**src/rtl/ukf_input_mem_reader.sv**
```systemverilog
// Streams word_count consecutive memory words from base_address into the input FIFO path.
// A small credit-limited buffer absorbs read latency and FIFO backpressure.
module ukf_input_mem_reader #(
  parameter int DATA_W       = 128,
  parameter int ADDR_W       = 10,
  parameter int READ_LATENCY = 1,
  parameter int BUF_DEPTH    = READ_LATENCY + 1
) (
  input  logic                clock,
  input  logic                reset,
  input  logic                start,
  input  logic [ADDR_W-1:0]   base_address,
  input  logic [ADDR_W:0]     word_count,
  output logic [ADDR_W-1:0]   address,
  output logic                chipselect,
  output logic                clken,
  output logic [DATA_W/8-1:0] byteenable,
  output logic                write,
  input  logic [DATA_W-1:0]   readdata,
  input  logic                fifo_full,
  output logic [DATA_W-1:0]   write_data,
  output logic                wr_enable,
  output logic                busy,
  output logic                done
);

  localparam int BW = (BUF_DEPTH > 1) ? $clog2(BUF_DEPTH) : 1;
  localparam int OW = $clog2(BUF_DEPTH + 1);
  localparam logic [BW-1:0]     LAST_IDX = BW'(BUF_DEPTH - 1);
  localparam logic [BW-1:0]     IDX_ONE  = BW'(1);
  localparam logic [OW-1:0]     OCC_ONE  = OW'(1);
  localparam logic [OW-1:0]     DEPTH_C  = OW'(BUF_DEPTH);
  localparam logic [ADDR_W:0]   CNT_ONE  = (ADDR_W + 1)'(1);
  localparam logic [ADDR_W-1:0] PTR_ONE  = ADDR_W'(1);

  typedef enum logic [1:0] {S_IDLE, S_READ, S_DRAIN, S_DONE} state_t;

  state_t                state, state_nxt;
  logic [ADDR_W-1:0]     ptr;
  logic [ADDR_W:0]       cnt, issued, written;
  logic [READ_LATENCY:1] vld_pipe;
  logic [DATA_W-1:0]     fbuf [BUF_DEPTH];
  logic [BW-1:0]         rd_idx, wr_idx;
  logic [OW-1:0]         occ, inflight;
  logic                  accept, issue, push, pop, credit_ok;

  always_comb begin
    inflight = '0;
    for (int k = 1; k <= READ_LATENCY; k++)
      inflight = inflight + {{(OW-1){1'b0}}, vld_pipe[k]};
  end

  // A pop in this cycle frees a slot, so back-to-back issue keeps one word per cycle.
  assign credit_ok = ({1'b0, occ} + {1'b0, inflight}) < ({1'b0, DEPTH_C} + {{OW{1'b0}}, pop});
  assign accept    = (state == S_IDLE) && start;
  assign issue     = (state == S_READ) && (issued != cnt) && credit_ok;
  assign push      = vld_pipe[READ_LATENCY];
  assign pop       = (occ != '0) && !fifo_full;

  always_ff @(posedge clock) begin
    if (!reset) state <= S_IDLE;
    else        state <= state_nxt;
  end

  always_comb begin
    state_nxt = state;
    case (state)
      S_IDLE:  if (start) state_nxt = (word_count == '0) ? S_DONE : S_READ;
      S_READ:  if (issue && (issued + CNT_ONE) == cnt) state_nxt = S_DRAIN;
      S_DRAIN: if ((written + {{ADDR_W{1'b0}}, pop}) == cnt) state_nxt = S_DONE;
      S_DONE:  state_nxt = S_IDLE;
      default: state_nxt = S_IDLE;
    endcase
  end

  always_comb begin
    chipselect = issue;
    clken      = (state == S_READ) || (state == S_DRAIN);
    busy       = (state != S_IDLE);
    done       = (state == S_DONE);
  end

  assign address    = ptr;
  assign byteenable = {(DATA_W/8){chipselect}};
  assign write      = 1'b0;
  assign wr_enable  = pop;
  assign write_data = fbuf[rd_idx];

  always_ff @(posedge clock) begin
    if (!reset) begin
      ptr      <= '0;
      cnt      <= '0;
      issued   <= '0;
      written  <= '0;
      vld_pipe <= '0;
      rd_idx   <= '0;
      wr_idx   <= '0;
      occ      <= '0;
      for (int i = 0; i < BUF_DEPTH; i++) fbuf[i] <= '0;
    end else begin
      if (accept) begin
        ptr     <= base_address;
        cnt     <= word_count;
        issued  <= '0;
        written <= '0;
      end else begin
        if (issue) begin
          ptr    <= ptr + PTR_ONE;
          issued <= issued + CNT_ONE;
        end
        if (pop) written <= written + CNT_ONE;
      end
      vld_pipe[1] <= issue;
      for (int k = 2; k <= READ_LATENCY; k++) vld_pipe[k] <= vld_pipe[k-1];
      if (push) begin
        fbuf[wr_idx] <= readdata;
        wr_idx       <= (wr_idx == LAST_IDX) ? '0 : wr_idx + IDX_ONE;
      end
      if (pop) rd_idx <= (rd_idx == LAST_IDX) ? '0 : rd_idx + IDX_ONE;
      case ({push, pop})
        2'b10:   occ <= occ + OCC_ONE;
        2'b01:   occ <= occ - OCC_ONE;
        default: occ <= occ;
      endcase
    end
  end

endmodule

```
**config.mk**
```make
export PLATFORM = sky130hd
export DESIGN_NAME = ukf_input_mem_reader
export DESIGN_NICKNAME = d
export VERILOG_FILES = /design/src/rtl/ukf_input_mem_reader.sv
export SDC_FILE = /design/constraint.sdc
export NUM_CORES = 1
export LEC_CHECK = 0
export BUFFER_PORTS_ARGS = -buffer_cell sky130_fd_sc_hd__buf_2
export CORE_ASPECT_RATIO = 1.4
export CORE_MARGIN = 2
export CORE_UTILIZATION = 55
export DETAILED_ROUTE_END_ITERATION = 6
export HOLD_SLACK_MARGIN = 0.05
export PLACE_DENSITY_LB_ADDON = 0.2
export SLEW_MARGIN = 30
export SYNTH_ARGS = -nofsm -noshare
export SYNTH_HDL_FRONTEND = slang
export SYNTH_SLANG_ARGS = --single-unit
```
**constraint.sdc**
```tcl
create_clock -name clock -period 14.34 [get_ports clock]
set_input_delay 3.585 -clock clock [delete_from_list [all_inputs] [get_ports clock]]
set_output_delay 3.585 -clock clock [all_outputs]
set_load 0.01 [all_outputs]
```
==> flow_summary.toml, run 1 <==
[clock_tree]
postCtsHoldBufs = 0
clock-root-buffer = "clkbuf_16"
h-tree-depth = 1
cts_buffers = 29
post_cts_buffers = 0
worstSkewPairLatency_ps = 540
cts_buffer_depth = 3
cts_resized = 0
cts_tree = "done"
clk_pin_slew_ps = 70
clock-sinks = 307

[placement]
gp_congestion = 0.847
place_hpwl_mm = 19.7
port_buffers = 311
place_area_mm2 = 0.0157

[die]
die_x_um = 139
io_pins = 313
die_area_mm2 = 0.0268
coreArea_mm2 = 0.0252
dieHeight_um = 193
start_util = 0.555
num_rows = 69

[timing]
hold_viol_final = 0
tightest_slew_ps = 953
period_minus_slack_ps = 8540
fin_setup_tns_ps = 0
setup_viol = 0
skew_ps = 10.1
max_freq_mhz = 117
min_period_over_period = 0.596
slew_headroom = 0.365
timing.hold.ws_ps = 511
slew_viol_final = 0
rsz0062_at_grt = "false"

[job]
maxCapViolCount = 0

[critical_path]
start_kind = "input port"
critPathSlowestCell = "and4bb_2"
worstPathArrival_ps = 4960
cp_max_fo = 39
path_common_cell = "buf_2"
regToRegSetupSlack_ps = 11270
path_cells = "buf_2 -> o31ai_1 -> and4bb_2 -> buf_2"
worstSetupEndpointType = "output pin"
max_stage_delay_ps = 780
reg2reg_depth = 4
path_class = "in -> out"
worst_ep_required_time_ps = 10760

[synthesis]
syn_nets = 1227
syn_avg_cell_area_um2 = 13.2
yosys_register_bits = 307
ys_seq_area_frac = 0.622
netlist.area_leader.share = 0.549
synth_edf_count = 256
yosys.cell_types.count = 46
syn_inst = 1061
synthFlopType = "edfxtp_1"
synth_area_mm2 = 0.0140
synth_area_leaders = "edfxtp_1 (55%), and2_1 (12%), mux2_2 (10%), dfxtp_1 (7.3%), xnor2_1 (2.0%)"
async_flop_share = 0
yosysTopAreaCell = "edfxtp_1"
yosys_warnings = 0

[finish]
fillers = 1942
drive_above_1_share = 0.373
final_core_util = 0.661
final_area_mm2 = 0.0167
fin_nets = 1499
syn2layout_area_growth_pct = 18.9

[routing]
wl_mm = 30.0
vias_per_cell = 5.30
postRouteAntennaNets = 0
drc = 0
wl_per_cell_um = 17.8
drtIter0Drc = 413
vias = 8923
drt-pass1-iter-count = 5

[outcome]
status = "finished, final reports clean"

[global_route]
grt_max_degree = 104
antenna_found_initial = 9
grt_pass1_vias = 8887
grt_pass1_wl_mm = 45.6
grt_use_total = 0.214
grt.overflow.total = 0

[hold_path]
worstHoldPathType = "reg -> reg"
holdPathStages = 2

[power_and_ir_drop]
peakVddDrop_mv = 0.135
total_leakage_power_uw = 0.00688
power.density_mw_per_mm2 = 150
## per-stage QoR
stage,cells,setup slack (ps),total power [uW]
floorplan,1061,4170,1590
global placement,1620,5830,1780
detailed placement,1620,5780,1790
CTS,1673,5780,2530
global route,1682,5660,2610
finish,1684,5800,2500
## sequential cells by signal, indices dropped and copies added, names as in the netlist, named ones only
register  cells
address      10
cnt          11
fbuf        256
issued       11
occ           2
push          1
rd_idx        1
state         2
wr_idx        1
written      11
## routing by layer
metal  vias to the layer above  global-route usage  part of all wire  routed length (um)
met3                        55              0.0303             0.050                1510
li1                       4270                   -                 -                   -
met5                         -                   0                 0                   0
met1                      4363               0.251              0.38               11400
met4                         0              0.0824             0.031                 923
met2                       235               0.399              0.54               16100
## final timing paths
path	from	to
worst max-delay path	fifo_full	byteenable[8]
worst min-delay path	cnt[10]$_SDFFE_PN0P_	cnt[10]$_SDFFE_PN0P_
worst max register to register	push$_SDFF_PN0_	fbuf[0][19]$_SDFFCE_PN0P_
worst min register to register	cnt[10]$_SDFFE_PN0P_	cnt[10]$_SDFFE_PN0P_
## worst max-delay path: cells and delay by family
| family | cells | cell delay, ps |
|---|---|---|
| AND/OR/NAND/NOR | 1 | 780 |
| AO/OA/AOI/OAI | 1 | 210 |
| buffers and inverters | 2 | 370 |
## report_power, final
group	switching (uW)	internal, uW	leakage [uW]
Clock	318	420	0.000457
Sequential	62.6	1080	0.00308
Combinational	333	285	0.00334
Total	714	1780	0.00688
## layout by cell type, fill, tap and decap left out, types with 28 or more instances in the layout
master	n
and2_1	259
buf_2	311
clkbuf_16	31
dfxtp_1	50
edfxtp_1	256
mux2_2	129
nand2_1	37
nor2_1	38
xnor2_1	32
xor2_1	28
## final cells by class
class / instances / area [um^2] / area share
multi-input combinational: 666 / 4910 / 0.295
inverter: 10 / 37.5 / 0.00225
tap: 319 / 399 / 0.0240
sequential: 307 / 8710 / 0.523
clock inverter: 9 / 51.3 / 0.00308
antenna: 10 / 25.0 / 0.00150
timing repair buffer: 319 / 1640 / 0.0987
clock buffer: 44 / 875 / 0.0525
## cells in the mapped netlist, types with 12 or more instances
| cell type | count |
|---|---|
| clkbuf_1 | 49 |
| edfxtp_1 | 256 |
| o21ai_0 | 16 |
| nor2_1 | 38 |
| nand4_1 | 15 |
| a21oi_1 | 25 |
| xor2_1 | 28 |
| nand2_1 | 38 |
| nand3_1 | 12 |
| ha_1 | 13 |
| xnor2_1 | 32 |
| buf_4 | 22 |
| dfxtp_1 | 51 |
| mux2_2 | 129 |
| and2_1 | 259 |
## logic make-up after synthesis
family / after synthesis / synth area share
mux: 135 / 0.108
fa+ha+maj: 13 / 0.0116
buf+inv: 88 / 0.0299
other cells: 1 / 0.000268
simple gates: 397 / 0.164
xor+xnor: 60 / 0.0375
compound gates: 60 / 0.0260
flops: 307 / 0.622
Note: power is estimated with default switching activity, not from simulation.
==> inputs of run 2 (changes only) <==
- ABC_AREA: unset -> 1
- clock period: 14.34 -> 8.1 ns (I/O delays scaled with it)
==> run 2 against run 1 <==
Net effect: critical path depth up 4; clock skew increased by 1.1 ps; routed wire length is 9.2% higher; register-to-register slack got worse by 6200 ps; utilization is 0.48 points higher; die area increased by 0.72%; setup slack got worse by 3400 ps; critical path type unchanged; largest cell class unchanged; highest routed layer unchanged.
==> flow_summary.toml, run 2 <==
[clock_tree]
cts_tree = "done"
cts_buffers = 29
cts_resized = 0
clk_pin_slew_ps = 60
postCtsHoldBufs = 0
worstSkewPairLatency_ps = 530
cts_buffer_depth = 3
clock-root-buffer = "clkbuf_16"
h-tree-depth = 1
clock-sinks = 307
post_cts_buffers = 0

[synthesis]
yosys_warnings = 0
syn_avg_cell_area_um2 = 10.6
synth_edf_count = 256
synthFlopType = "edfxtp_1"
synth_area_leaders = "edfxtp_1 (54%), mux2_2 (10%), nor2_1 (8.1%), dfxtp_1 (7.2%), inv_1 (4.9%)"
ys_seq_area_frac = 0.617
synth_area_mm2 = 0.0141
syn_inst = 1332
async_flop_share = 0
syn_nets = 1498
yosys.cell_types.count = 41
netlist.area_leader.share = 0.545
synthTopCellsByCount = "nor2_1 (306), edfxtp_1 (256), inv_1 (184)"
yosysTopAreaCell = "edfxtp_1"
yosysMostFrequentCell = "nor2_1"
yosys_register_bits = 307

[critical_path]
start_kind = "input port"
worstSetupEndpointType = "output pin"
critPathSlowestCell = "inv_2"
path_class = "in -> out"
reg2reg_depth = 3
worst_ep_required_time_ps = 6080
path_cells = "buf_2 -> o21bai_1 -> o21ai_0 -> inv_1 -> nor2_1 -> nand2_1 -> inv_2 -> buf_2"
cpLargestDelayFamily = "buffers and inverters"
cp.depth = 8
cp_max_fo = 35
crit_buf_inv = 4
worstPathArrival_ps = 3680
path_common_cell = "buf_2"
max_stage_delay_ps = 510

[global_route]
grt_pass1_wl_mm = 50.4
grt_max_degree = 100
grt.overflow.total = 0
grt_pass1_vias = 10000
antenna_found_initial = 9
grt_use_total = 0.231

[routing]
vias = 10200
drtIter0Drc = 574
wl_per_cell_um = 16.7
drt-pass1-iter-count = 5
vias_per_cell = 5.18
drc = 0
wl_mm = 32.7
postRouteAntennaNets = 0

[timing]
slew_headroom = 0.406
worst_slack_ps = 2400
slew_viol_final = 0
setup_viol = 0
min_period_over_period = 0.704
skew_ps = 11.2
tightest_slew_ps = 891
hold_viol_final = 0
fin_setup_tns_ps = 0
max_freq_mhz = 175
period_minus_slack_ps = 5700
rsz0062_at_grt = "false"

[die]
die_x_um = 139
coreArea_mm2 = 0.0253
die_area_mm2 = 0.0270
num_rows = 69
io_pins = 313
dieHeight_um = 193
start_util = 0.558

[finish]
final_cell_mix = "buf_2 (311), nor2_1 (306), edfxtp_1 (256)"
regMostFlops = "fbuf"
final_common_cell = "buf_2"
syn2layout_area_growth_pct = 19.3
largest_register_ffs = 256
final_area_mm2 = 0.0168
fin_nets = 1778
drive_above_1_share = 0.319
final_cell_count_no_fill = 1962

[placement]
dp.cells = 1900
dpl_worst_slack_ps = 2380
port_buffers = 311
place_hpwl_mm = 21.6
gp_congestion = 0.911
place_area_mm2 = 0.0159

[power_and_ir_drop]
power.total_uw = 4520
power.density_mw_per_mm2 = 269
total_leakage_power_uw = 0.00770
peakVddDrop_mv = 0.211

[hold_path]
holdPathStages = 1
worstHoldPathType = "reg -> reg"

[outcome]
status = "finished, final reports clean"

[job]
maxCapViolCount = 0
==> run 2: report_power, final <==
part	internal (uW)	leakage (uW)	total, uW	switching [uW]
combinational	475	0.00418	1160	687
clock	781	0.000452	1350	569
sequential	1900	0.00307	2010	106
==> run 2: cell type report <==
| class | instances | area, um^2 |
|---|---|---|
| Antenna cell | 9 | 22.5 |
| Tap cell | 319 | 399 |
| Sequential cell | 307 | 8710 |
| Multi-Input combinational cell | 764 | 4380 |
| Clock inverter | 13 | 144 |
| Inverter | 191 | 717 |
| Clock buffer | 40 | 797 |
| Timing Repair Buffer | 319 | 1660 |
| Fill cell | 2003 | 8470 |
==> run 2: kinds of logic (layout without fill, tap and decap cells) <==
| logic type | count (synthesis) | in the layout | share of synthesized area |
|---|---|---|---|
| flip-flops | 307 | 307 | 0.617 |
| adder cells (fa/ha/maj) | 13 | 13 | 0.0115 |
| multiplexers | 128 | 128 | 0.102 |
| AND/OR/NAND/NOR | 516 | 516 | 0.149 |
| buffers and inverters | 261 | 563 | 0.0745 |
| other | 1 | 10 | 0.000266 |
| AO/OA/AOI/OAI | 92 | 92 | 0.0354 |
| XOR/XNOR | 14 | 14 | 0.00967 |
==> run 2: through the flow <==
stage,util,hold slack (ps)
finish,0.665,455
global route,0.665,478
CTS,0.664,454
detailed placement,0.627,445
global placement,0.626,443
floorplan,-,426
==> run 2: routing by layer <==
layer / wire length, um / track usage
met1: 12400 / 0.268
met2: 17300 / 0.422
met3: 1770 / 0.0337
met4: 1270 / 0.103
met5: 0 / 0
==> run 2: final timing paths <==
check / start / end / slack [ps]
min reg2reg: rd_idx$_SDFFE_PN0N_ / rd_idx$_SDFFE_PN0N_ / 450
max reg2reg: push$_SDFF_PN0_ / fbuf[1][81]$_SDFFCE_PN0P_ / 5060
min: rd_idx$_SDFFE_PN0N_ / rd_idx$_SDFFE_PN0N_ / 450
max: fifo_full / byteenable[3] / 2400
